File: config.mk
export PLATFORM = sky130hd
export DESIGN_NAME = mem_access_stage
export DESIGN_NICKNAME = d
export VERILOG_FILES = /design/src/rtl/cpu_pkg.sv /design/src/rtl/load_align.sv /design/src/rtl/mem_access_stage.sv
export SDC_FILE = /design/constraint.sdc
export NUM_CORES = 1
export LEC_CHECK = 0
export CELL_PAD_IN_SITES_DETAIL_PLACEMENT = 1
export CELL_PAD_IN_SITES_GLOBAL_PLACEMENT = 2
export CORE_MARGIN = 2
export CORE_UTILIZATION = 26
export CTS_BUF_LIST = sky130_fd_sc_hd__clkbuf_4 sky130_fd_sc_hd__clkbuf_8 sky130_fd_sc_hd__clkbuf_16
export DETAILED_ROUTE_END_ITERATION = 16
export PLACE_DENSITY_LB_ADDON = 0.1
export SLEW_MARGIN = 20
export SYNTH_ARGS = -nofsm -noshare
export SYNTH_HDL_FRONTEND = slang
export SYNTH_SLANG_ARGS = --single-unit
export TNS_END_PERCENT = 30
File: constraint.sdc
create_clock -name clk -period 1.91 [get_ports clk]
set_clock_uncertainty 0.15 [all_clocks]
set_input_delay 0.382 -clock clk [delete_from_list [all_inputs] [get_ports clk]]
set_output_delay 0.382 -clock clk [all_outputs]
set_load 0.02 [all_outputs]
File: src/rtl/cpu_pkg.sv
// Shared CPU definitions: datapath width, access-size encodings and the
// memory-stage state encoding.
package cpu_pkg;

  localparam int unsigned XLEN = 32;

  localparam logic [1:0] SZ_BYTE = 2'b00;
  localparam logic [1:0] SZ_HALF = 2'b01;
  localparam logic [1:0] SZ_WORD = 2'b10;

  typedef enum logic [1:0] {
    IDLE,
    ACCESS,
    RESP
  } state_e;

endpackage

File: src/rtl/load_align.sv
// Load data alignment: shifts the addressed lane down to bit 0, truncates
// to the access size and sign- or zero-extends to XLEN.
import cpu_pkg::*;

module load_align (
  input  logic [XLEN-1:0] rdata,
  input  logic [1:0]      lane,
  input  logic [1:0]      size,
  input  logic            sign_ext,
  output logic [XLEN-1:0] value
);

  logic [XLEN-1:0] shifted;

  always_comb begin
    shifted = rdata >> {lane, 3'b000};
    value   = shifted;
    case (size)
      SZ_BYTE: value = {{(XLEN-8){sign_ext & shifted[7]}}, shifted[7:0]};
      SZ_HALF: value = {{(XLEN-16){sign_ext & shifted[15]}}, shifted[15:0]};
      default: value = shifted;
    endcase
  end

endmodule

File: src/rtl/mem_access_stage.sv
// Pipeline memory stage: runs load/store transactions over a req/ack
// handshake, passes ALU results through and flags misalignment/timeout.
import cpu_pkg::*;

module mem_access_stage #(
  parameter int unsigned TIMEOUT = 16,
  parameter int unsigned ADDR_W  = 32
) (
  input  logic              clk,
  input  logic              rst_n,
  input  logic              start,
  input  logic              isLoad,
  input  logic              isStore,
  input  logic [1:0]        size,
  input  logic              signExt,
  input  logic [ADDR_W-1:0] addr,
  input  logic [XLEN-1:0]   storeData,
  input  logic [XLEN-1:0]   aluIn,
  output logic              mem_req,
  output logic              mem_we,
  output logic [ADDR_W-1:0] mem_addr,
  output logic [XLEN-1:0]   mem_wdata,
  output logic [3:0]        mem_be,
  input  logic              mem_ack,
  input  logic [XLEN-1:0]   mem_rdata,
  output logic [XLEN-1:0]   ldValue,
  output logic [XLEN-1:0]   aluOut,
  output logic              select,
  output logic              valid,
  output logic              busy,
  output logic              err
);

  // Last wait-count value before the timeout fires.
  localparam logic [7:0] WAIT_LAST = 8'(TIMEOUT - 1);

  state_e            state_q, state_d;
  logic [ADDR_W-1:0] addr_q, addr_d;
  logic [1:0]        size_q, size_d;
  logic              sext_q, sext_d;
  logic              store_q, store_d;
  logic [XLEN-1:0]   sdata_q, sdata_d;
  logic [XLEN-1:0]   alu_lat_q, alu_lat_d;
  logic [XLEN-1:0]   ldval_q, ldval_d;
  logic [XLEN-1:0]   aluout_q, aluout_d;
  logic              select_q, select_d;
  logic              err_q, err_d;
  logic [7:0]        wait_q, wait_d;

  logic              is_mem;
  logic              bad_access;
  logic [XLEN-1:0]   ld_aligned;

  load_align u_load_align (
    .rdata    (mem_rdata),
    .lane     (addr_q[1:0]),
    .size     (size_q),
    .sign_ext (sext_q),
    .value    (ld_aligned)
  );

  always_comb begin
    is_mem     = isLoad | isStore;
    bad_access = (size == 2'b11)
               || (size == SZ_HALF && addr[0])
               || (size == SZ_WORD && addr[1:0] != 2'b00);
  end

  always_ff @(posedge clk or negedge rst_n) begin
    if (!rst_n) begin
      state_q   <= IDLE;
      addr_q    <= '0;
      size_q    <= '0;
      sext_q    <= 1'b0;
      store_q   <= 1'b0;
      sdata_q   <= '0;
      alu_lat_q <= '0;
      ldval_q   <= '0;
      aluout_q  <= '0;
      select_q  <= 1'b0;
      err_q     <= 1'b0;
      wait_q    <= '0;
    end else begin
      state_q   <= state_d;
      addr_q    <= addr_d;
      size_q    <= size_d;
      sext_q    <= sext_d;
      store_q   <= store_d;
      sdata_q   <= sdata_d;
      alu_lat_q <= alu_lat_d;
      ldval_q   <= ldval_d;
      aluout_q  <= aluout_d;
      select_q  <= select_d;
      err_q     <= err_d;
      wait_q    <= wait_d;
    end
  end

  always_comb begin
    state_d   = state_q;
    addr_d    = addr_q;
    size_d    = size_q;
    sext_d    = sext_q;
    store_d   = store_q;
    sdata_d   = sdata_q;
    alu_lat_d = alu_lat_q;
    ldval_d   = ldval_q;
    aluout_d  = aluout_q;
    select_d  = select_q;
    err_d     = 1'b0;
    wait_d    = wait_q;

    case (state_q)
      IDLE: begin
        if (start) begin
          addr_d    = addr;
          size_d    = size;
          sext_d    = signExt;
          store_d   = isStore & ~isLoad;
          sdata_d   = storeData;
          alu_lat_d = aluIn;
          if (!is_mem) begin
            state_d  = RESP;
            aluout_d = aluIn;
            select_d = 1'b0;
          end else if (bad_access) begin
            err_d = 1'b1;
          end else begin
            state_d = ACCESS;
            wait_d  = '0;
          end
        end
      end
      ACCESS: begin
        // Ack is checked before the timeout so a same-edge ack wins.
        if (mem_ack) begin
          state_d  = RESP;
          aluout_d = alu_lat_q;
          select_d = ~store_q;
          if (!store_q) ldval_d = ld_aligned;
        end else if (wait_q == WAIT_LAST) begin
          state_d = IDLE;
          err_d   = 1'b1;
        end else begin
          wait_d = wait_q + 8'd1;
        end
      end
      RESP:    state_d = IDLE;
      default: state_d = IDLE;
    endcase
  end

  always_comb begin
    mem_req   = (state_q == ACCESS);
    mem_we    = mem_req & store_q;
    mem_addr  = {addr_q[ADDR_W-1:2], 2'b00};
    mem_be    = '0;
    mem_wdata = '0;
    if (mem_req) begin
      case (size_q)
        SZ_BYTE: begin
          mem_be    = 4'b0001 << addr_q[1:0];
          mem_wdata = {4{sdata_q[7:0]}};
        end
        SZ_HALF: begin
          mem_be    = 4'b0011 << addr_q[1:0];
          mem_wdata = {2{sdata_q[15:0]}};
        end
        default: begin
          mem_be    = 4'b1111;
          mem_wdata = sdata_q;
        end
      endcase
    end
    valid   = (state_q == RESP);
    busy    = (state_q != IDLE);
    err     = err_q;
    ldValue = ldval_q;
    aluOut  = aluout_q;
    select  = select_q;
  end

endmodule

======== Yosys cells after proc, flatten, opt, wreduce, memory -nomap -nowiden ========
Index checks and enable logic that the tools add are counted.
word-level totals
  bits of input ports ..................... 137
  output and inout bits ................... 138
  flip-flop bits (word level) ............. 176
  logic and storage cells ................. 84
cells by class
  bitwise operators ....................... 7
  muxes and demuxes ....................... 31
  shifts and indexed selects .............. 3
  equal/unequal tests ..................... 16
  add/subtract/negate cells ............... 1
  reduce and logical (&&, ||, !) cells .... 14
operators by type and width
  kind                                             number
  one-hot mux 32 bit (2 select lines)              3
  two-way mux 32 bit                               4
  two-way mux 8 bit                                5
  >> shifter 32 x 5 -> 32 bit                      1
  one-hot mux 8 bit (2 select lines)               1
  != test 2 bit, second input constant             6
  two-way mux 2 bit                                5
  adder 8 x 1 -> 8 bit, second input constant      1
  == test 8 x 4 -> 1 bit, second input constant    1
  two-way mux 1 bit                                8
  one-hot mux 4 bit (2 select lines)               1
  == test 2 x 1 -> 1 bit, second input constant    3
  == test 2 bit, second input constant             3
  AND reduction 3 bit                              2
  AND reduction 6 bit                              1
  nonzero test 2 bit                               3
  bitwise AND 1 bit                                4
  logical NOT 2 bit                                2
  two-way mux 4 bit                                1
  one-hot mux 1 bit (2 select lines)               2
  one-hot mux 2 bit (2 select lines)               1
  AND reduction 4 bit                              1
  left shift 1 x 2 -> 4 bit, first input constant  1
  left shift 2 x 2 -> 4 bit, first input constant  1
  8 further kinds                                  11

======== Longest topological paths before layout ========
Gate-level depths: netlist of the first run.
  depth after elaboration ................. 8
  mapped depth ............................ 8
  depth with buffers taken out ............ 5

======== Hierarchy ========
Synthesis of the first run repeated with hierarchy kept, for this count alone.
second synthesis, totals
  cell total of the unflattened synthesis .. 774
  area total of the unflattened synthesis .. 8735.9 um2
by module, submodules not included
  module            area an instance (um2)  cells each  seq. area each (um2)  instances
  mem_access_stage  7927.6                  668         4404.2                1
  load_align        808.3                   106         0.0                   1

======== Worst setup path after synthesis of the first run ========
No wires, ideal clock.
  kind .................................... register -> output
  start ................................... register size_q[1]
  end ..................................... output mem_wdata[10]
  slack ................................... -0.231 ns
  arrival ................................. 1.609 ns
  required time ........................... 1.378 ns
  stages on the path, launching flop included .. 7
  buffers on the path ..................... 3
  cells stage by stage .................... dfrtp_1 -> clkbuf_1 -> or2_2 -> clkbuf_1 -> clkbuf_1 -> nand2_1 -> a21oi_1
on the way
  longest elaborated chain between the ends .. 3
  elaborated cells on any way between the ends .. 4
  classes of those cells .................. eq/ne: 1; mux: 2; reduce/logical: 1
ends and longest elaborated chain
  item                                                         RTL line                 RTL
  start, declared                                              mem_access_stage.sv:39   logic [1:0] size_q, size_d;
  start signal, assigned                                       mem_access_stage.sv:86   size_q <= size_d;
  == test 2 x 1 -> 1 bit or logical NOT 2 bit (tied branches)  mem_access_stage.sv:160  case (size_q)
  one-hot mux 32 bit (2 select lines) *                        mem_access_stage.sv:160
  two-way mux 32 bit *                                         mem_access_stage.sv:159  if (mem_req) begin
  end, declared                                                mem_access_stage.sv:22   output logic [XLEN-1:0] mem_wdata,
Mark *: on every way between the ends. The rest lies on a longest branch, timed or not.

======== Worst setup path in the final report of the first run ========
  start ................................... register state_q[1]
  end ..................................... output mem_be[2]
on the way
  longest elaborated chain between the ends .. 2
ends and longest elaborated chain
  item                    RTL line                 RTL
  start, declared         mem_access_stage.sv:37   state_e state_q, state_d;
  start signal, assigned  mem_access_stage.sv:84   state_q <= state_d;
  == test 2 x 1 -> 1 bit  mem_access_stage.sv:154  mem_req = (state_q == ACCESS);
  two-way mux 4 bit       mem_access_stage.sv:159
  end, declared           mem_access_stage.sv:23   output logic [3:0] mem_be,
Every way passes these cells.

==> results of run 1 <==
-- state kept, by name, indices dropped and copies added, names as in the netlist --
register	flops
store_q	1
state_q	2
wait_q	8
aluOut	32
err	1
select	1
sext_q	1
size_q	2
alu_lat_q	32
addr_q	32
sdata_q	32
ldValue	32
-- area by class of cell --
type / count / area share
multi-input combinational: 503 / 0.297
clock inverter: 14 / 0.0120
timing repair buffer: 402 / 0.296
tap: 402 / 0.0368
sequential: 176 / 0.322
timing repair inverter: 1 / 0.00119
inverter: 7 / 0.00311
clock buffer: 18 / 0.0316
-- power breakdown --
| group | internal [mW] | switching (mW) | total (mW) |
|---|---|---|---|
| logic | 3.57 | 3.62 | 7.19 |
| registers | 4.92 | 0.856 | 5.78 |
| clock network | 1.79 | 1.79 | 3.58 |
-- logic make-up after synthesis --
kind of cell,synth area share
buf+inv,0.0600
fa+ha+maj,0.00150
flops,0.530
compound gates,0.0913
mux,0.186
other cells,0.000451
xor+xnor,0.00421
simple gates,0.127
-- worst min-delay path by stage --
| stage | from | end | slack [ns] | cells after the start |
|---|---|---|---|---|
| 2_1_floorplan | rst_n | addr_q[0] | -0.06 | 0 |
| 3_3_place_gp | rst_n | ldValue[11] | 0.18 | 1 |
| 3_5_place_dp | rst_n | ldValue[11] | 0.18 | 1 |
| 4_1_cts | rst_n | ldValue[11] | 0.27 | 2 |
| 5_1_grt | rst_n | ldValue[11] | 0.30 | 2 |
| 6_report | rst_n | ldValue[11] | 0.28 | 2 |
-- synthesized netlist by cell type, types with 2 or more instances --
| master | count |
|---|---|
| dfrtp_1 | 176 |
| mux2_2 | 109 |
| nand2_1 | 90 |
| nor2_1 | 88 |
| a21oi_1 | 38 |
| buf_4 | 35 |
| a31oi_1 | 32 |
| mux2i_1 | 32 |
| clkbuf_1 | 23 |
| and2_1 | 22 |
| buf_2 | 21 |
| o22a_1 | 16 |
| o21ai_0 | 14 |
| nor2b_1 | 12 |
| a211oi_1 | 8 |
| inv_1 | 6 |
| nand2b_1 | 4 |
| or2_2 | 4 |
| nor3_1 | 3 |
| and3_1 | 2 |
| buf_1 | 2 |
| nand3_1 | 2 |
| nand4_1 | 2 |
| nor4_1 | 2 |
| or3_1 | 2 |
| xnor2_1 | 2 |
| xor2_1 | 2 |
-- routing by layer --
layer  track usage  wire, um
met5             0        13
met2         0.277     13600
met1         0.224     13100
met3        0.0439      1390
met4        0.0349       295
-- through the flow --
step                power (mW)  worst slack, ns  TNS, ns
floorplan                 9.26          -0.0431   -0.385
global placement          12.5           -0.528   -52.74
detailed placement        12.5           -0.577   -55.50
CTS                       16.1           -0.290   -10.56
global route              17.6           -0.374   -28.51
finish                    16.5           -0.289   -15.56
-- critical path, stage by stage (launching register included) --
cell and delay, ns:
dfrtp_1 0.39, nand2b_4 0.25, buf_12 0.19, buf_12 0.12
a21oi_4 0.14, buf_6 0.14
-- what timing repair did --
item,CTS,global route
buffers inserted,25,7
endpoints found under the hold margin,31,0
pin swaps,21,31
cloned,6,4
endpoints found under the setup margin,276,204
hold buffers,1,0
resized for setup,386,141
==> flow_metrics.env, run 1 <==
export IMPL_holdCritPathClass="primary input to asynchronous set/reset pin"
export IMPL_drt_total_wl_um=28400
export IMPL_gp_congestion=0.716
export IMPL_ant_nets=0
export IMPL_fp_coreArea_um2=31600
export IMPL_powerDensity_nw_per_um2=1210
export IMPL_overflow=0
export IMPL_drt_pass1_iter_count=4
export IMPL_nets=1246
export IMPL_required_ns=1.38
export IMPL_synthTopCellsByArea="dfrtp_1 53%, mux2_2 15%, nand2_1 4.1%"
export IMPL_grt_max_degree=46
export IMPL_critPathCaptureType="primary output"
export IMPL_fin_area_um2=13700
export IMPL_synth_edf_count=0
export IMPL_syn_avg_cell_area_um2=10.8
export IMPL_num_vias=6921
export IMPL_final_util=0.434
export IMPL_ff_latch_area_um2=4410
export IMPL_ios=275
export IMPL_synth_async_reset_ratio=1.00
export IMPL_start_util=0.264
export IMPL_ys_types=45
export IMPL_path_class="flip-flop to primary output"
export IMPL_htreeDepth=4
export IMPL_syn_inst=767
export IMPL_worst_slack_ns=-0.289
export IMPL_clkTransAtPathRegs_ns=0.08
export IMPL_critPathMaxFanout=8
export IMPL_antenna_found_initial=1
export IMPL_startpoint="state_q[1]"
export IMPL_critPathArrivalTime_ns=1.67
export IMPL_syn_to_final_growth_pct=64.5
export IMPL_dp_cells=1453
export IMPL_ys_flop_type="dfrtp_1"
export IMPL_cts_tree="yes"
export IMPL_fillerInstances=3402
export IMPL_finalCriticalPeriod_ns=2.20
export IMPL_setup_viol=139
export IMPL_r2r_start="state_q[0]"
export IMPL_clk_path_buf_depth=2
export IMPL_instances_no_fill=1523
export IMPL_cap_violations=0
export IMPL_root_buffer="clkbuf_16"
export IMPL_dp_final_hpwl_um=20100
export IMPL_io_buffers=272
export IMPL_timing_hold_ws_ns=0.278
export IMPL_cts_buffers=17
export IMPL_clock_latency_ns=0.42
export IMPL_diodes=0
export IMPL_hold_viol=0
export IMPL_irDropWorstVdd_mv=0.541
export IMPL_drtIter0Drc=226
export IMPL_critPathLaunchType="flip-flop"
export IMPL_cts_sinks=176
export IMPL_layout_common_cells="172 x dfrtp_1, 135 x clkdlybuf4s50_1, 96 x dlygate4sd2_1"
export IMPL_track_usage=0.168
export IMPL_wl_per_cell_um=18.7
export IMPL_multiInputGateArea_um2=4070
export IMPL_die_area_um2=33400
export IMPL_r2r_end="aluOut[22]"
export IMPL_dieHeight_um=183
export IMPL_synth_area_um2=8320
export IMPL_synth_top_area_share=0.530
export IMPL_fp_dieW_um=183
export IMPL_drc=0
export IMPL_grt_pass1_vias=7466
export IMPL_layout_drive_gt1_share=0.377
export IMPL_ys_seq_area_frac=0.530
export IMPL_rsz0062_at_grt="yes"
export IMPL_yosysWarnings=0
export IMPL_ys_seq_elements=176
export IMPL_drv_slew=0
export IMPL_synth_top_cell_by_area="dfrtp_1"
export IMPL_rows=65
export IMPL_crit_end="mem_be[2]"
export IMPL_r2r_slack_ns=-0.18
export IMPL_fmax_mhz=455
export IMPL_ff2ff_path_depth=8
export IMPL_status="finished, violations left"
export IMPL_grt_first_pass_wirelength_um=43200
export IMPL_violations="setup timing"
export IMPL_placed_cell_area_um2=12000
export IMPL_viasPerCell=4.54
export IMPL_final_common_cell="dfrtp_1"
export IMPL_p_leak_nw=5.89
export IMPL_finalCritPeriodShare=1.15
Power figures use the tool's default switching activity.
==> run 2: changes to the inputs <==
--- a/config.mk
+++ b/config.mk
@@ -7,7 +7,7 @@
 export LEC_CHECK = 0
 export CELL_PAD_IN_SITES_DETAIL_PLACEMENT = 1
 export CELL_PAD_IN_SITES_GLOBAL_PLACEMENT = 2
-export CORE_MARGIN = 2
+export CORE_MARGIN = 3
 export CORE_UTILIZATION = 26
 export CTS_BUF_LIST = sky130_fd_sc_hd__clkbuf_4 sky130_fd_sc_hd__clkbuf_8 sky130_fd_sc_hd__clkbuf_16
 export DETAILED_ROUTE_END_ITERATION = 16
==> run 2 against run 1 <==
Count of clock-buffer cells in the layout down 1. Critical path type unchanged. Highest routed layer is now met4. Routed wire length rose by 6.1%. Sequential cell count unchanged. First-iteration DRC count fell by 20%. Non-clock buffer count increased by 8. Setup slack got worse by 0.0025 ns. Final cell count is 0.13% higher. Via count rose by 0.82%. Global-route usage fell by 0.17 points. The flow still finishes with violations (setup timing).
==> flow_metrics.env, run 2 (synthesized netlist as in run 1, its figures left out) <==
export IMPL_num_vias=6978
export IMPL_finalCriticalPeriod_ns=2.20
export IMPL_cts_tree="yes"
export IMPL_gp_congestion=0.740
export IMPL_cts_buffers=17
export IMPL_cp_top_family="flip-flops"
export IMPL_rows=64
export IMPL_htreeDepth=4
export IMPL_drt_total_wl_um=30200
export IMPL_clk_path_buf_depth=2
export IMPL_ant_nets=0
export IMPL_clock_latency_ns=0.44
export IMPL_grt_first_pass_wirelength_um=43800
export IMPL_violations="setup timing"
export IMPL_required_ns=1.38
export IMPL_fp_dieW_um=185
export IMPL_fmax_mhz=454
export IMPL_drt_pass1_iter_count=4
export IMPL_critPathCaptureType="primary output"
export IMPL_rsz0062_at_grt="yes"
export IMPL_io_buffers=272
export IMPL_dieHeight_um=185
export IMPL_drtIter0Drc=180
export IMPL_root_buffer="clkbuf_16"
export IMPL_ios=275
export IMPL_setup_viol=182
export IMPL_hold_viol=0
export IMPL_critPathMaxFanout=4
export IMPL_clkTransAtPathRegs_ns=0.08
export IMPL_final_util=0.451
export IMPL_crit_slowest_cell="dfrtp_2"
export IMPL_diodes=0
export IMPL_nets=1254
export IMPL_dp_final_hpwl_um=20200
export IMPL_cts_sinks=176
export IMPL_viasPerCell=4.58
export IMPL_layout_drive_gt1_share=0.374
export IMPL_path_class="flip-flop to primary output"
export IMPL_layout_common_cells="172 x dfrtp_1, 135 x clkdlybuf4s50_1, 94 x mux2_2"
export IMPL_drv_slew=0
export IMPL_cap_violations=0
export IMPL_critPathArrivalTime_ns=1.67
export IMPL_p_leak_nw=6.23
export IMPL_overflow=0
export IMPL_r2r_slack_ns=-0.21
export IMPL_worst_slack_ns=-0.291
export IMPL_slowest_delay_ns=0.45
export IMPL_path_buf_inv=3
export IMPL_finalCritPeriodShare=1.15
export IMPL_critPathLaunchType="flip-flop"
export IMPL_syn_to_final_growth_pct=68.5
export IMPL_track_usage=0.166
export IMPL_drc=0
export IMPL_holdCritPathClass="primary input to asynchronous set/reset pin"
export IMPL_start_util=0.268
export IMPL_final_common_cell="dfrtp_1"
export IMPL_powerDensity_nw_per_um2=1210
export IMPL_fp_coreArea_um2=31100
export IMPL_wl_per_cell_um=19.8
export IMPL_status="finished, violations left"
export IMPL_crit_chain="buf_6 -> buf_6 -> mux2i_1 -> nor2_1 -> a21oi_1 -> nor2_1 -> buf_4"
export IMPL_grt_pass1_vias=7291
export IMPL_grt_max_degree=53
export IMPL_antenna_found_initial=0
export IMPL_die_area_um2=34200
export IMPL_dp_slack_ns=-0.537
export IMPL_irDropWorstVdd_mv=0.525
## run 2: area by class of cell
type / count / area [um2]
fill: 3330 / 17100
timing repair buffer: 410 / 4410
sequential: 176 / 4410
multi-input combinational: 504 / 4020
tap: 396 / 495
clock buffer: 17 / 425
clock inverter: 15 / 206
inverter: 7 / 42.5
## run 2: timing repair
item,4_1_cts,5_1_grt
endpoints found under the setup margin,277,236
gates cloned,9,8
gates resized for setup,313,184
endpoints found under the hold margin,28,0
buffers inserted,23,15
hold buffers,1,0
pin swaps,21,46
## run 2: worst register-to-register path, stage by stage, from the launching register on
cell and delay, ns:
dfrtp_1 0.42, buf_6 0.15, or4b_4 0.55, a21oi_4 0.20
buf_8 0.17, buf_12 0.15, clkbuf_16 0.16, a31oi_1 0.08
## run 2: metrics by stage
step | cells | power (mW) | instance area (um2) | hold slack (ns) | TNS (ns)
global placement | 1440 | 12.5 | 11900 | 0.167 | -48.41
global route | 1525 | 18.0 | 14000 | 0.260 | -29.10
floorplan | 768 | 9.26 | 8390 | -0.0636 | -0.385
finish | 1525 | 17.0 | 14000 | 0.257 | -16.71
CTS | 1505 | 16.6 | 13100 | 0.249 | -22.04
detailed placement | 1440 | 12.5 | 11900 | 0.163 | -51.55
## run 2: final timing paths
kind,startpoint,endpoint,cells after the start
worst max-delay path,size_q[0],mem_wdata[28],7
worst min-delay path,rst_n,ldValue[29],2
worst max register to register,state_q[0],aluOut[31],7
worst min register to register,ldValue[7],ldValue[7],2
max in group asynchronous,rst_n,aluOut[19],3
min in group clk,ldValue[7],ldValue[7],2
## run 2: power breakdown
part | internal [mW] | switching (mW) | total [mW]
logic | 3.79 | 3.72 | 7.51
registers | 4.92 | 0.757 | 5.68
clock network | 1.93 | 1.89 | 3.82
## run 2: per-layer routing
layer | GRT usage | wire length (um)
met5 | 0 | 0
met2 | 0.261 | 14100
met1 | 0.239 | 14500
met3 | 0.0371 | 1400
met4 | 0.0318 | 181
==> run 3: changes to the inputs <==
--- a/config.mk
+++ b/config.mk
@@ -5,6 +5,7 @@
 export SDC_FILE = /design/constraint.sdc
 export NUM_CORES = 1
 export LEC_CHECK = 0
+export ABC_CLOCK_PERIOD_IN_PS = 1910
 export CELL_PAD_IN_SITES_DETAIL_PLACEMENT = 1
 export CELL_PAD_IN_SITES_GLOBAL_PLACEMENT = 2
 export CORE_MARGIN = 3
==> results of run 3 <==
Final layout, timing and power as in run 2 (identical DEF).
